--- src/rtl/module_uart_register_bank_pkg.sv ---
// Shared UART register-bank definitions: word addresses, CTRL bit positions
// and the packed view of the CTRL register.
package pkg_UART;

    localparam int ADDR_CTRL   = 0;
    localparam int ADDR_TXDATA = 1;
    localparam int ADDR_RXDATA = 2;

    localparam int CTRL_SEND_BIT         = 0;
    localparam int CTRL_RX_NOT_EMPTY_BIT = 1;
    localparam int CTRL_RX_FULL_BIT      = 2;
    localparam int CTRL_OVERFLOW_BIT     = 3;
    localparam int CTRL_IRQ_EN_BIT       = 4;

    typedef struct packed {
        logic irq_en;
        logic overflow;
        logic rx_full;
        logic rx_not_empty;
        logic send;
    } ctrl_uart_r;

endpackage

--- src/rtl/module_uart_register_bank_rx_fifo.sv ---
// Receive character FIFO. A pop is ignored when empty; a push is dropped
// when full unless a pop frees the slot in the same cycle.
module module_uart_rx_fifo #(
    parameter int CHAR_W   = 8,
    parameter int RX_DEPTH = 8
) (
    input  logic                        clk_i,
    input  logic                        rst_i,
    input  logic                        push_i,
    input  logic                        pop_i,
    input  logic [CHAR_W-1:0]           data_i,
    output logic [CHAR_W-1:0]           data_o,
    output logic                        empty_o,
    output logic                        full_o,
    output logic [$clog2(RX_DEPTH):0]   count_o
);

    localparam int PTR_W = $clog2(RX_DEPTH);

    logic [CHAR_W-1:0] mem_q [RX_DEPTH];
    logic [PTR_W-1:0]  wr_ptr_q;
    logic [PTR_W-1:0]  rd_ptr_q;
    logic [PTR_W:0]    count_q;
    logic              do_push;
    logic              do_pop;

    // Status flags and qualified push/pop strobes.
    always_comb begin
        empty_o = (count_q == '0);
        full_o  = (count_q == (PTR_W+1)'(RX_DEPTH));
        do_pop  = pop_i & ~empty_o;
        do_push = push_i & (~full_o | do_pop);
        count_o = count_q;
        data_o  = mem_q[rd_ptr_q];
    end

    // Character storage, cleared on reset so no stale data survives.
    always_ff @(posedge clk_i or negedge rst_i) begin
        if (!rst_i) begin
            for (int i = 0; i < RX_DEPTH; i++) begin
                mem_q[i] <= '0;
            end
        end else if (do_push) begin
            mem_q[wr_ptr_q] <= data_i;
        end
    end

    // Pointers wrap naturally at RX_DEPTH; count tracks net occupancy.
    always_ff @(posedge clk_i or negedge rst_i) begin
        if (!rst_i) begin
            wr_ptr_q <= '0;
            rd_ptr_q <= '0;
            count_q  <= '0;
        end else begin
            if (do_push) begin
                wr_ptr_q <= wr_ptr_q + 1'b1;
            end
            if (do_pop) begin
                rd_ptr_q <= rd_ptr_q + 1'b1;
            end
            case ({do_push, do_pop})
                2'b10:   count_q <= count_q + 1'b1;
                2'b01:   count_q <= count_q - 1'b1;
                default: count_q <= count_q;
            endcase
        end
    end

endmodule

--- src/rtl/module_uart_register_bank.sv ---
// Bus-facing UART register bank: CTRL/STATUS, TX data and an RX FIFO,
// with registered read data and pop-on-read of the RX data address.
module module_uart_register_bank
    import pkg_UART::*;
#(
    parameter int DATA_W   = 32,
    parameter int CHAR_W   = 8,
    parameter int RX_DEPTH = 8,
    parameter int ADDR_W   = 2
) (
    input  logic                        clk_i,
    input  logic                        rst_i,
    input  logic                        bus_we_i,
    input  logic                        bus_re_i,
    input  logic [ADDR_W-1:0]           bus_addr_i,
    input  logic [DATA_W-1:0]           bus_wdata_i,
    output logic [DATA_W-1:0]           bus_rdata_o,
    output logic [CHAR_W-1:0]           tx_data_o,
    output logic                        send_o,
    input  logic                        send_done_i,
    input  logic                        rx_valid_i,
    input  logic [CHAR_W-1:0]           rx_data_i,
    output logic                        rx_empty_o,
    output logic                        rx_full_o,
    output logic [$clog2(RX_DEPTH):0]   rx_count_o,
    output logic                        irq_o
);

    logic              send_q;
    logic              overflow_q;
    logic              irq_en_q;
    logic [DATA_W-1:0] txdata_q;
    logic [DATA_W-1:0] rdata_q;

    logic              fifo_empty;
    logic              fifo_full;
    logic [CHAR_W-1:0] fifo_head;

    logic              sel_ctrl;
    logic              sel_txdata;
    logic              sel_rxdata;
    logic              ctrl_we;
    logic              txdata_we;
    logic              rx_pop;
    logic              overflow_evt;
    ctrl_uart_r        ctrl_view;
    logic [DATA_W-1:0] ctrl_word;
    logic [DATA_W-1:0] read_value;

    module_uart_rx_fifo #(
        .CHAR_W   (CHAR_W),
        .RX_DEPTH (RX_DEPTH)
    ) u_rx_fifo (
        .clk_i   (clk_i),
        .rst_i   (rst_i),
        .push_i  (rx_valid_i),
        .pop_i   (rx_pop),
        .data_i  (rx_data_i),
        .data_o  (fifo_head),
        .empty_o (fifo_empty),
        .full_o  (fifo_full),
        .count_o (rx_count_o)
    );

    // Address decode, strobes, CTRL view and the pre-write read mux.
    always_comb begin
        sel_ctrl     = (bus_addr_i == ADDR_W'(ADDR_CTRL));
        sel_txdata   = (bus_addr_i == ADDR_W'(ADDR_TXDATA));
        sel_rxdata   = (bus_addr_i == ADDR_W'(ADDR_RXDATA));
        ctrl_we      = bus_we_i & sel_ctrl;
        txdata_we    = bus_we_i & sel_txdata;
        rx_pop       = bus_re_i & sel_rxdata & ~fifo_empty;
        overflow_evt = rx_valid_i & fifo_full & ~rx_pop;

        ctrl_view.send         = send_q;
        ctrl_view.rx_not_empty = ~fifo_empty;
        ctrl_view.rx_full      = fifo_full;
        ctrl_view.overflow     = overflow_q;
        ctrl_view.irq_en       = irq_en_q;

        ctrl_word = '0;
        ctrl_word[CTRL_SEND_BIT]         = ctrl_view.send;
        ctrl_word[CTRL_RX_NOT_EMPTY_BIT] = ctrl_view.rx_not_empty;
        ctrl_word[CTRL_RX_FULL_BIT]      = ctrl_view.rx_full;
        ctrl_word[CTRL_OVERFLOW_BIT]     = ctrl_view.overflow;
        ctrl_word[CTRL_IRQ_EN_BIT]       = ctrl_view.irq_en;

        read_value = '0;
        if (sel_ctrl) begin
            read_value = ctrl_word;
        end else if (sel_txdata) begin
            read_value = txdata_q;
        end else if (sel_rxdata && !fifo_empty) begin
            read_value = DATA_W'(fifo_head);
        end
    end

    // CTRL state: send set beats done, a new overflow beats its clear.
    always_ff @(posedge clk_i or negedge rst_i) begin
        if (!rst_i) begin
            send_q     <= 1'b0;
            overflow_q <= 1'b0;
            irq_en_q   <= 1'b0;
        end else begin
            if (ctrl_we && bus_wdata_i[CTRL_SEND_BIT]) begin
                send_q <= 1'b1;
            end else if (send_done_i) begin
                send_q <= 1'b0;
            end
            if (overflow_evt) begin
                overflow_q <= 1'b1;
            end else if (ctrl_we && bus_wdata_i[CTRL_OVERFLOW_BIT]) begin
                overflow_q <= 1'b0;
            end
            if (ctrl_we) begin
                irq_en_q <= bus_wdata_i[CTRL_IRQ_EN_BIT];
            end
        end
    end

    // TX data register, stored at full bus width.
    always_ff @(posedge clk_i or negedge rst_i) begin
        if (!rst_i) begin
            txdata_q <= '0;
        end else if (txdata_we) begin
            txdata_q <= bus_wdata_i;
        end
    end

    // Registered read data, held until the next read strobe.
    always_ff @(posedge clk_i or negedge rst_i) begin
        if (!rst_i) begin
            rdata_q <= '0;
        end else if (bus_re_i) begin
            rdata_q <= read_value;
        end
    end

    assign bus_rdata_o = rdata_q;
    assign tx_data_o   = txdata_q[CHAR_W-1:0];
    assign send_o      = send_q;
    assign rx_empty_o  = fifo_empty;
    assign rx_full_o   = fifo_full;
    assign irq_o       = irq_en_q & (~fifo_empty | overflow_q);

endmodule

--- config.mk ---
export PLATFORM = sky130hd
export DESIGN_NAME = module_uart_register_bank
export DESIGN_NICKNAME = d
export VERILOG_FILES = /design/src/rtl/module_uart_register_bank_pkg.sv /design/src/rtl/module_uart_register_bank_rx_fifo.sv /design/src/rtl/module_uart_register_bank.sv
export SDC_FILE = /design/constraint.sdc
export NUM_CORES = 1
export LEC_CHECK = 0
export CAP_MARGIN = 0
export CORE_UTILIZATION = 48
export DETAILED_ROUTE_END_ITERATION = 8
export MAX_ROUTING_LAYER = met4
export PLACE_DENSITY = 0.84
export SLEW_MARGIN = 5
export SYNTH_ARGS = -nofsm -noshare
export SYNTH_HDL_FRONTEND = slang
export SYNTH_SLANG_ARGS = --single-unit
--- constraint.sdc ---
create_clock -name clk_i -period 2.4 [get_ports clk_i]
set_clock_uncertainty 0.15 [all_clocks]
set_input_delay 0.24 -clock clk_i [delete_from_list [all_inputs] [get_ports clk_i]]
set_output_delay 0.24 -clock clk_i [all_outputs]
set_load 0.01 [all_outputs]
=== Yosys cells after proc, flatten, opt, wreduce, memory -nomap -nowiden ===
Index checks and enable logic that the tools add are counted.
W data, S select, Z words.

* Register bits after elaboration: 141
* Input port bits: 48
* Output and inout bits: 48
* Word-level logic and storage cells: 68

* Add/sub/neg operators: 4
* Order comparisons: 3
* Equality and inequality tests: 5
* Multiplexer cells: 14
* Bitwise logic cells: 16
* Reduce and logical (&&, ||, !) cells: 10

{| class="wikitable"
|+ Operators by type and width
! cell !! number
|-
| $bwmux W64 || 1
|-
| $mux W32 || 2
|-
| $mux W8 || 4
|-
| $bmux W8 S3 || 1
|-
| $demux W8 S3 || 1
|-
| $and A1 B1 Y1 || 9
|-
| $ge A4 B4 Y1 const B || 2
|-
| $not A3 Y4 || 2
|-
| $pmux W4 S2 || 1
|-
| $add A3 B1 Y3 const B || 2
|-
| $reduce_bool A2 Y1 || 3
|-
| $add A4 B1 Y4 const B || 1
|-
| $eq A2 B1 Y1 const B || 2
|-
| $eq A2 B2 Y1 const B || 2
|-
| $eq A4 B4 Y1 const B || 1
|-
| $logic_and A1 B1 Y1 || 4
|-
| $logic_not A4 Y1 || 1
|-
| $lt A4 B1 Y1 const B || 1
|-
| $mux W1 || 4
|-
| $sub A4 B1 Y4 const B || 1
|-
| $not A1 Y1 || 3
|-
| $logic_not A2 Y1 || 1
|-
| $or A1 B1 Y1 || 2
|-
| $logic_not A1 Y1 || 1
|}

=== Logic depth before layout (Yosys ltp) ===
Gate-level depths: netlist (run 1).

* Depth after elaboration: 8
* Gate-level depth with buffers: 11
* Gate-level depth less buffers: 10

=== Cells and area by module ===
From an unflattened synthesis (run 1), not the netlist that was laid out.

* Cell total of the unflattened synthesis: 472
* Area, all modules: 6434.9 um^2

{| class="wikitable"
|+ By module, submodules not included
! module !! times used !! cells each !! area each (um^2) !! seq. area each (um^2)
|-
| module_uart_rx_fifo || 1 || 229 || 3621.0 || 1851.8
|-
| module_uart_register_bank || 1 || 243 || 2813.9 || 1676.6
|}

=== Worst setup path after synthesis (run 1) ===
No wires, ideal clock.

* Path type: reg2reg
* Start: register u_rx_fifo.count_q[2], in the netlist u_rx_fifo.count_o[2]
* End: register u_rx_fifo.count_q[2], in the netlist u_rx_fifo.count_o[2]
* Setup time: 134 ps
* Data arrival time: 2476 ps
* Required time: 2116 ps
* Setup slack: -360 ps
* Stages on the path, launching flop included: 11
* Path buffers: 0
* Clock period less this slack: 2760 ps
* Cell sequence: dfrtp_1 nor4_1 or2_2 inv_1 ha_1 xor2_1 ha_1 a21oi_1 xor2_1 nor2_1 xor2_1

* Word-level cells in the longest chain between the ends: 8
* Elaborated cells on any way between the ends: 14
* Those cells by class: add/sub: 2; eq/ne: 3; mux: 1; bitwise: 6; reduce/logical: 2

{| class="wikitable"
|+ Ends and longest elaborated chain
! item !! RTL line !! source
|-
| start, declared || module_uart_register_bank_rx_fifo.sv:23 || <nowiki>logic [PTR_W:0] count_q;</nowiki>
|-
| start signal, assigned || module_uart_register_bank_rx_fifo.sv:62 || <nowiki>2'b10: count_q <= count_q + 1'b1;</nowiki>
|-
| start signal, assigned || module_uart_register_bank_rx_fifo.sv:63 || <nowiki>2'b01: count_q <= count_q - 1'b1;</nowiki>
|-
| start signal, assigned || module_uart_register_bank_rx_fifo.sv:64 || <nowiki>default: count_q <= count_q;</nowiki>
|-
| $logic_not A4 Y1 (*) || module_uart_register_bank_rx_fifo.sv:29 || <nowiki>empty_o = (count_q == '0);</nowiki>
|-
| net rx_empty_o || module_uart_register_bank.sv:23 || <nowiki>output logic rx_empty_o,</nowiki>
|-
| $not A1 Y1 (*) || module_uart_register_bank_rx_fifo.sv:31, module_uart_register_bank.sv:72 ||
|-
| $and A1 B1 Y1 || module_uart_register_bank.sv:72 || <nowiki>rx_pop = bus_re_i & sel_rxdata & ~fifo_empty;</nowiki>
|-
| $and A1 B1 Y1 (*) || module_uart_register_bank_rx_fifo.sv:31 || <nowiki>do_pop = pop_i & ~empty_o;</nowiki>
|-
| net u_rx_fifo.do_pop || module_uart_register_bank_rx_fifo.sv:25 || <nowiki>logic do_pop;</nowiki>
|-
| $or A1 B1 Y1 || module_uart_register_bank_rx_fifo.sv:32 || <nowiki>do_push = push_i & (~full_o | do_pop);</nowiki>
|-
| $and A1 B1 Y1 || module_uart_register_bank_rx_fifo.sv:32 ||
|-
| $eq A2 B1 Y1 or $eq A2 B2 Y1 (tied branches) || module_uart_register_bank_rx_fifo.sv:61 || <nowiki>case ({do_push, do_pop})</nowiki>
|-
| $pmux W4 S2 or $reduce_bool A2 Y1 (tied branches) || - ||
|}

Mark *: on every way through the listed nets, which the timed path passes. The rest lies on a longest branch.
A chain may end at the register's enable or synchronous reset.

=== Worst setup path after layout (run 1) ===
* Start: register u_rx_fifo.count_q[3], in the netlist u_rx_fifo.count_o[3]
* End: register u_rx_fifo.count_q[3], in the netlist u_rx_fifo.count_o[3]

* Word-level cells in the longest chain between the ends: 8
* Elaborated cells on any way between the ends: 14
* Those cells by class: add/sub: 2; eq/ne: 3; mux: 1; bitwise: 6; reduce/logical: 2

{| class="wikitable"
|+ Ends and longest elaborated chain
! item !! RTL line
|-
| $logic_not A4 Y1 (*) || module_uart_register_bank_rx_fifo.sv:29
|-
| $not A1 Y1 (*) || module_uart_register_bank_rx_fifo.sv:31, module_uart_register_bank.sv:72
|-
| $and A1 B1 Y1 || module_uart_register_bank.sv:72
|-
| $and A1 B1 Y1 (*) || module_uart_register_bank_rx_fifo.sv:31
|-
| net u_rx_fifo.do_pop || module_uart_register_bank_rx_fifo.sv:25
|-
| $or A1 B1 Y1 || module_uart_register_bank_rx_fifo.sv:32
|-
| $and A1 B1 Y1 || module_uart_register_bank_rx_fifo.sv:32
|-
| $eq A2 B1 Y1 or $eq A2 B2 Y1 (tied branches) || module_uart_register_bank_rx_fifo.sv:61
|-
| $pmux W4 S2 or $reduce_bool A2 Y1 (tied branches) || -
|}

Marks and branches as above.

==> impl_results.md, run 1 <==
* Clk Latency, worst-skew pair at 0.42 ns
* EDFF count, synth at 0
* PD cells at 1160 nW/um^2
* Drt wl/cell at 19.5 um
* HP Class: in2async
* Final period utilization at 1.06
* Synthesis-stage register bit count at 141
* Simple-gate area share of the yosys netlist at 0.0592
* Most common cell in the netlist: dfrtp_1
* Final Instance Area at 8230 sq um
* Maximum VDD drop at 673 uV
* CTS tree: yes
* Clock buffer depth at 2
* XOR/XNOR share of the synthesized area at 0.0125
* # H-tree levels at 4
* Final Max Slew Viols at 0
* Slowest cell on crit path: dfrtp_2
* Hpwl dp at 9770 um
* First-pass GRT wire length at 22400 um
* Least-Margin Pin Slew at 0.660 ns
* MaxCap Viol Count at 0
* Row count at 41
* Vias in the first global route at 4334
* Grt total ovfl at 0
* Share of cells above drive strength 1 at 0.344
* Adder-cell share of the synthesized area at 0.00993
* Synth-to-layout area growth at 30.7%
* Setup violations, final at 1
* FILL cells at 873
* Final Hold Viols at 0
* Initial DRT Pass Iterations at 4
* Worst R2R Setup Slack at -0.15 ns
* CP max stage delay at 0.45 ns
* Unrepaired setup endpoints after global routing: yes
* Initial antenna violation count at 0
* Die Ht at 117 um
* Total GRT Usage at 0.229
* Crit path kind: reg2reg
* Combinational family with the most area after synthesis: multiplexers
* Initial DRC count at 239
* Vias per cell at 5.39
* Core ar. at 12700 sq um
* Via count at 4062
* Critical Path RT at 2.56 ns
* Post-synth top cells: dfrtp_1 (141), mux2_2 (68), nand2_1 (33)
* P_leak at 3.55 nW
* Top_reg_cell synth: dfrtp_1
* Crit. End Element: flip-flop
* Largest net degree at the start of global routing at 52
* Initial Util at 0.495
* Placer Congestion at 0.764
* Setup tns final at -0.148 ns
* Synth area leaders: dfrtp_1 (56%), mux2_2 (12%), mux2_4 (7.6%), mux4_2 (5.7%), o21ai_0 (2.2%)
* Mux share of post-synthesis cell area at 0.273
* NumNets Final at 622
* CP startpoint kind: flip-flop
* Sequential share of the synthesized area at 0.560
* CP max FO at 4
* IO buf count at 95
* Final setup margin at -0.148 ns
* Post-place setup slack at -0.267 ns
* Min Clock Period, post-route at 2.55 ns
* Syn Inst Count at 449
* Failing checks: setup timing
* Status: complete, but fails checks
* Distinct cells, synth at 41
* Critical Path AT at 2.71 ns
* Total wire length at 14700 um
* Rel. slew slack at 0.560
* Cell Chain, Critical Path: nor4_4 > or2_4 > inv_1 > ha_1 > or3_2 > o32ai_2 > xor2_1
* Top cell type's share of synthesized area at 0.560
* Power Total at 9.56 mW
* Area leader, netlist: dfrtp_1
* Die width at 117 um
* Sink Count at 141
* Syn nets at 502
* Post-route ant nets at 0
* CTS Root Buffer Type: clkbuf_16
* Cts bufs inserted at 17
* Fmax at 392 MHz
* Ys async rst share at 1.00
* # DRC at 0
* Syn Area/Cell at 14.0 sq um
* Syn. warnings at 0
* Placement Cell Area at 7580 sq um
* I/O pin total at 96
* Mapped Area at 6300 sq um
* Inserted Diodes at 0
* Post-synthesis compound-gate area fraction at 0.0405
* Die area at 13600 sq um
* CTS clock-pin slew for the worst setup and hold paths at 0.06 ns
final timing paths:
path                                             startpoint                                to  cells past startpoint
max                        u_rx_fifo.count_o[3]$_DFFE_PN0P_  u_rx_fifo.count_o[3]$_DFFE_PN0P_                      7
min                                                   rst_i          txdata_q[12]$_DFFE_PN0P_                      2
max reg2reg                u_rx_fifo.count_o[3]$_DFFE_PN0P_  u_rx_fifo.count_o[3]$_DFFE_PN0P_                      7
min reg2reg                        txdata_q[30]$_DFFE_PN0P_       bus_rdata_o[30]$_DFFE_PN0P_                      2
max in group asynchronous                             rst_i  u_rx_fifo.count_o[1]$_DFFE_PN0P_                      3
min in group clk_i                              send_done_i                send_o$_DFFE_PN0P_                      2
per-stage QoR:
stage	cells	hold WS [ns]	util
floorplan	449	-0.206	-
global placement	715	0.0441	0.596
detailed placement	715	0.0496	0.596
CTS	748	0.188	0.642
global route	753	0.209	0.647
finish	753	0.181	0.647
power breakdown:
group	internal (mW)	switching (mW)	total [mW]
sequential	3.22	0.644	3.86
combinational	2.00	1.16	3.16
clock	1.53	1.00	2.54
total	6.76	2.80	9.56
cell type report:
class / instances / area (sq um) / area share
multi-input cells: 253 / 2520 / 0.307
clock inverters: 12 / 140 / 0.0170
repair buffers: 128 / 1280 / 0.156
well taps: 172 / 215 / 0.0262
inverters: 28 / 105 / 0.0128
flip-flops and latches: 141 / 3530 / 0.429
clock buffers: 19 / 433 / 0.0526
critical path: cells and delay by family (launching register included):
kind	cells	cell delay [ns]
simple gates	3	0.96
flops	1	0.45
fa+ha+maj	1	0.33
xor+xnor	1	0.27
compound gates	1	0.20
buf+inv	1	0.07
metal layers:
metal / vias to the layer above / GRT usage / wire (um)
met2: 133 / 0.379 / 7240
met5: - / - / 0
met1: 2096 / 0.272 / 6230
li1: 1809 / - / -
met3: 24 / 0.0545 / 880
met4: 0 / 0.0886 / 330
flip-flops by register name, summed over array words and instances (netlist names):
signal	count
u_rx_fifo.mem_q	64
bus_rdata_o	32
txdata_q	32
u_rx_fifo.count_o	4
u_rx_fifo.rd_ptr_q	3
u_rx_fifo.wr_ptr_q	3
irq_en_q	1
overflow_q	1
send_o	1
repair_timing:
| item | 4_1_cts | 5_1_grt |
|---|---|---|
| hold buffers | 1 | 0 |
| resized for setup | 0 | 7 |
| endpoints found under the setup margin | 1 | 3 |
| buffers inserted | 1 | 5 |
| pin swaps | 1 | 2 |
| endpoints found under the hold margin | 46 | 0 |
layout by cell type (no fill, tap or decap), types with 4 or more instances in the layout:
cell type and instances:
dfrtp_2 4, mux2_4 32, buf_4 26, mux2_2 68, clkdlybuf4s50_1 93, a21oi_1 5, mux4_2 16, o21ai_0 28
xor2_1 4, nand2b_1 5, o221ai_1 5, nor2b_1 5, nand2_1 32, and3_1 4, nand2_2 5, inv_1 28
clkbuf_16 17, buf_12 6, mux2i_1 11, xnor2_1 5, dfrtp_1 137
logic make-up (layout without fill, tap and decap cells):
kind of cell	after synthesis	count (layout)
flops	141	141
mux	127	127
simple gates	68	68
buf+inv	55	187
compound gates	44	44
xor+xnor	9	9
fa+ha+maj	5	5
(Power assumes the default switching activity.)
==> run 2, diff against run 1 <==
--- a/config.mk
+++ b/config.mk
@@ -8,6 +8,7 @@
 export CAP_MARGIN = 0
 export CORE_UTILIZATION = 48
 export DETAILED_ROUTE_END_ITERATION = 8
+export GPL_TIMING_DRIVEN = 0
 export MAX_ROUTING_LAYER = met4
 export PLACE_DENSITY = 0.84
 export SLEW_MARGIN = 5
==> run 2 against run 1 <==
The run still ends with setup timing left. Clock power is 6% higher. Global-route usage is 0.61 points higher. Setup slack better by 0.13 ns. Non-clock buffer count is 2 higher. Final cell count is 0.27% higher. Fmax is 5.6% higher. First-iteration DRC count is 44% higher. Highest routed layer unchanged. Register-to-register slack better by 0.13 ns.
==> impl_results.md, run 2 (synthesized netlist as in run 1, its figures left out) <==
* CP max FO at 4 (unchanged)
* CP most frequent cell: xor2_1
* CTS clock-pin slew for the worst setup and hold paths at 0.06 ns (about the same)
* Rel. slew slack at 0.489 (was 0.560)
* Vias in the first global route at 4350 (was 4334)
* Status: complete, but fails checks (unchanged)
* Top reg by flops: u_rx_fifo.mem_q (unchanged)
* CTS Root Buffer Type: clkbuf_16 (unchanged)
* Final Max Slew Viols at 0 (unchanged)
* Drt wl/cell at 19.4 um (was 19.5 um)
* NumNets Final at 624 (was 622)
* Setup violations, final at 2 (was 1)
* Commonest non-fill, non-tap cell in the layout: dfrtp_1 (unchanged)
* Via count at 4041 (was 4062)
* Final setup margin at -0.0142 ns (was -0.148 ns)
* Crit. End Element: flip-flop (unchanged)
* # DRC at 0 (unchanged)
* Clk Latency, worst-skew pair at 0.41 ns (was 0.42 ns)
* Hold slack at 0.103 ns (was 0.181 ns)
* Multi-input logic area at 2540 sq um (was 2520 sq um)
* Post-place setup slack at -0.583 ns (was -0.267 ns)
* Least-Margin Pin Slew at 0.767 ns (was 0.660 ns)
* Min Clock Period, post-route at 2.41 ns (was 2.55 ns)
* CP startpoint kind: flip-flop (unchanged)
* Sink Count at 141 (unchanged)
* Die Ht at 117 um (unchanged)
* Row count at 41 (unchanged)
* Initial DRT Pass Iterations at 5 (was 4)
* Hpwl dp at 9670 um (was 9770 um)
* Largest net degree at the start of global routing at 97 (was 52)
* Post-route ant nets at 0 (unchanged)
* Final period utilization at 1.01 (was 1.06)
* IO buf count at 94 (was 95)
* Initial Util at 0.495 (unchanged)
* Die area at 13600 sq um (unchanged)
* MaxCap Viol Count at 0 (unchanged)
* P_leak at 3.55 nW (about the same)
* Grt total ovfl at 0 (unchanged)
* Fmax at 414 MHz (was 392 MHz)
* Register area at 3530 sq um (unchanged)
* Initial DRC count at 345 (was 239)
* Total wire length at 14600 um (was 14700 um)
* HP Class: in2reg (was in2async)
* Critical Path RT at 2.54 ns (was 2.56 ns)
* Initial antenna violation count at 0 (unchanged)
* Worst R2R Setup Slack at -0.01 ns (was -0.15 ns)
* Slowest cell on crit path: dfrtp_2 (unchanged)
* Placer Congestion at 0.789 (was 0.764)
* I/O pin total at 96 (unchanged)
* Max reg flops at 64 (unchanged)
* PD cells at 1170 nW/um^2 (was 1160 nW/um^2)
* Failing checks: setup timing (unchanged)
* Clock buffer depth at 2 (unchanged)
* Final Instance Area at 8230 sq um (about the same)
* FILL cells at 894 (was 873)
* Vias per cell at 5.35 (was 5.39)
* Placement Cell Area at 7510 sq um (was 7580 sq um)
* First-pass GRT wire length at 23000 um (was 22400 um)
* CP max stage delay at 0.45 ns (about the same)
* CP bufs+invs at 1 (unchanged)
* Cell Chain, Critical Path: nor4_4 > or2_4 > clkinvlp_4 > ha_4 > xor2_1 > ha_2 > a21oi_2 > xor2_1 > nor2_1 > xor2_1 (was nor4_4 > or2_4 > inv_1 > ha_1 > or3_2 > o32ai_2 > xor2_1)
* Cts bufs inserted at 17 (unchanged)
* Final Hold Viols at 0 (unchanged)
* Maximum VDD drop at 608 uV (was 673 uV)
* Die width at 117 um (unchanged)
* Core ar. at 12700 sq um (unchanged)
* Crit path max-delay family: simple AND/OR/NAND/NOR gates (unchanged)
* Most frequent cells in the layout: dfrtp_1 (137), clkdlybuf4s50_1 (90), mux2_2 (68) (was dfrtp_1 (137), clkdlybuf4s50_1 (93), mux2_2 (68))
* # H-tree levels at 4 (unchanged)
* CTS tree: yes (unchanged)
* Critical Path AT at 2.56 ns (was 2.71 ns)
* Share of cells above drive strength 1 at 0.334 (was 0.344)
* Total GRT Usage at 0.236 (was 0.229)
* Crit path kind: reg2reg (unchanged)
* Synth-to-layout area growth at 30.6% (was 30.7%)
* Inserted Diodes at 0 (unchanged)
* Unrepaired setup endpoints after global routing: yes (unchanged)
[run 2: cell count changes in the layout (fill, tap and decap cells not counted), moves of 3 or more]
cell,change
clkbuf_1,+7
buf_12,-6
clkbuf_8,+4
clkdlybuf4s50_1,-3
buf_6,+4
buf_4,-9
[run 2: power breakdown]
part | leakage [nW] | total [mW] | switching [mW] | internal (mW)
Combinational | 1.53 | 3.15 | 1.19 | 1.96
Clock | 0.295 | 2.69 | 0.979 | 1.71
Sequential | 1.73 | 3.82 | 0.598 | 3.22
Total | 3.55 | 9.66 | 2.77 | 6.89
[run 2: area by class of cell]
class,count,area share
plain buffers,26,0.0211
clock buffers,21,0.0572
inverters,28,0.0132
well taps,172,0.0262
repair buffers,104,0.127
multi-input cells,253,0.309
flip-flops and latches,141,0.430
clock inverters,10,0.0167
[run 2: path summary, 6_finish.rpt]
| kind | from | to | cells past startpoint |
|---|---|---|---|
| setup / recovery | u_rx_fifo.count_o[0]$_DFFE_PN0P_ | u_rx_fifo.count_o[2]$_DFFE_PN0P_ | 10 |
| hold / removal | bus_addr_i[0] | bus_rdata_o[1]$_DFFE_PN0P_ | 3 |
| setup reg to reg | u_rx_fifo.count_o[0]$_DFFE_PN0P_ | u_rx_fifo.count_o[2]$_DFFE_PN0P_ | 10 |
| hold reg to reg | txdata_q[23]$_DFFE_PN0P_ | bus_rdata_o[23]$_DFFE_PN0P_ | 2 |
| max in group asynchronous | rst_i | u_rx_fifo.count_o[1]$_DFFE_PN0P_ | 3 |
| min in group asynchronous | rst_i | txdata_q[12]$_DFFE_PN0P_ | 2 |
[run 2: what timing repair did]
| item | CTS | global route |
|---|---|---|
| gates resized for setup | 2 | 10 |
| endpoints found under the hold margin | 45 | 0 |
| endpoints found under the setup margin | 4 | 5 |
| hold buffers | 1 | 0 |
| pin swaps | 3 | 4 |
| cloned | 0 | 0 |
| buffers inserted | 6 | 2 |
[run 2: through the flow]
stage          cells  utilization  power [mW]  setup TNS [ns]
2_1_floorplan    449            -        5.83         -0.0474
3_3_place_gp     715        0.588        6.68         -600.37
3_5_place_dp     716        0.590        6.89           -1.93
4_1_cts          754        0.642        9.68         -0.0270
5_1_grt          755        0.647        10.1          -0.257
6_report         755        0.647        9.66         -0.0254
[run 2: layer usage]
| layer | global-route usage | part of all wire | wire length (um) |
|---|---|---|---|
| met1 | 0.281 | 0.42 | 6140 |
| met4 | 0.0954 | 0.017 | 254 |
| met5 | - | 0 | 0 |
| met2 | 0.386 | 0.50 | 7340 |
| met3 | 0.0566 | 0.062 | 907 |
[run 2: tightest hold or removal path: stages]
cell      delay [ns]
clkbuf_8        0.15
a21oi_1         0.07
o221ai_1        0.16
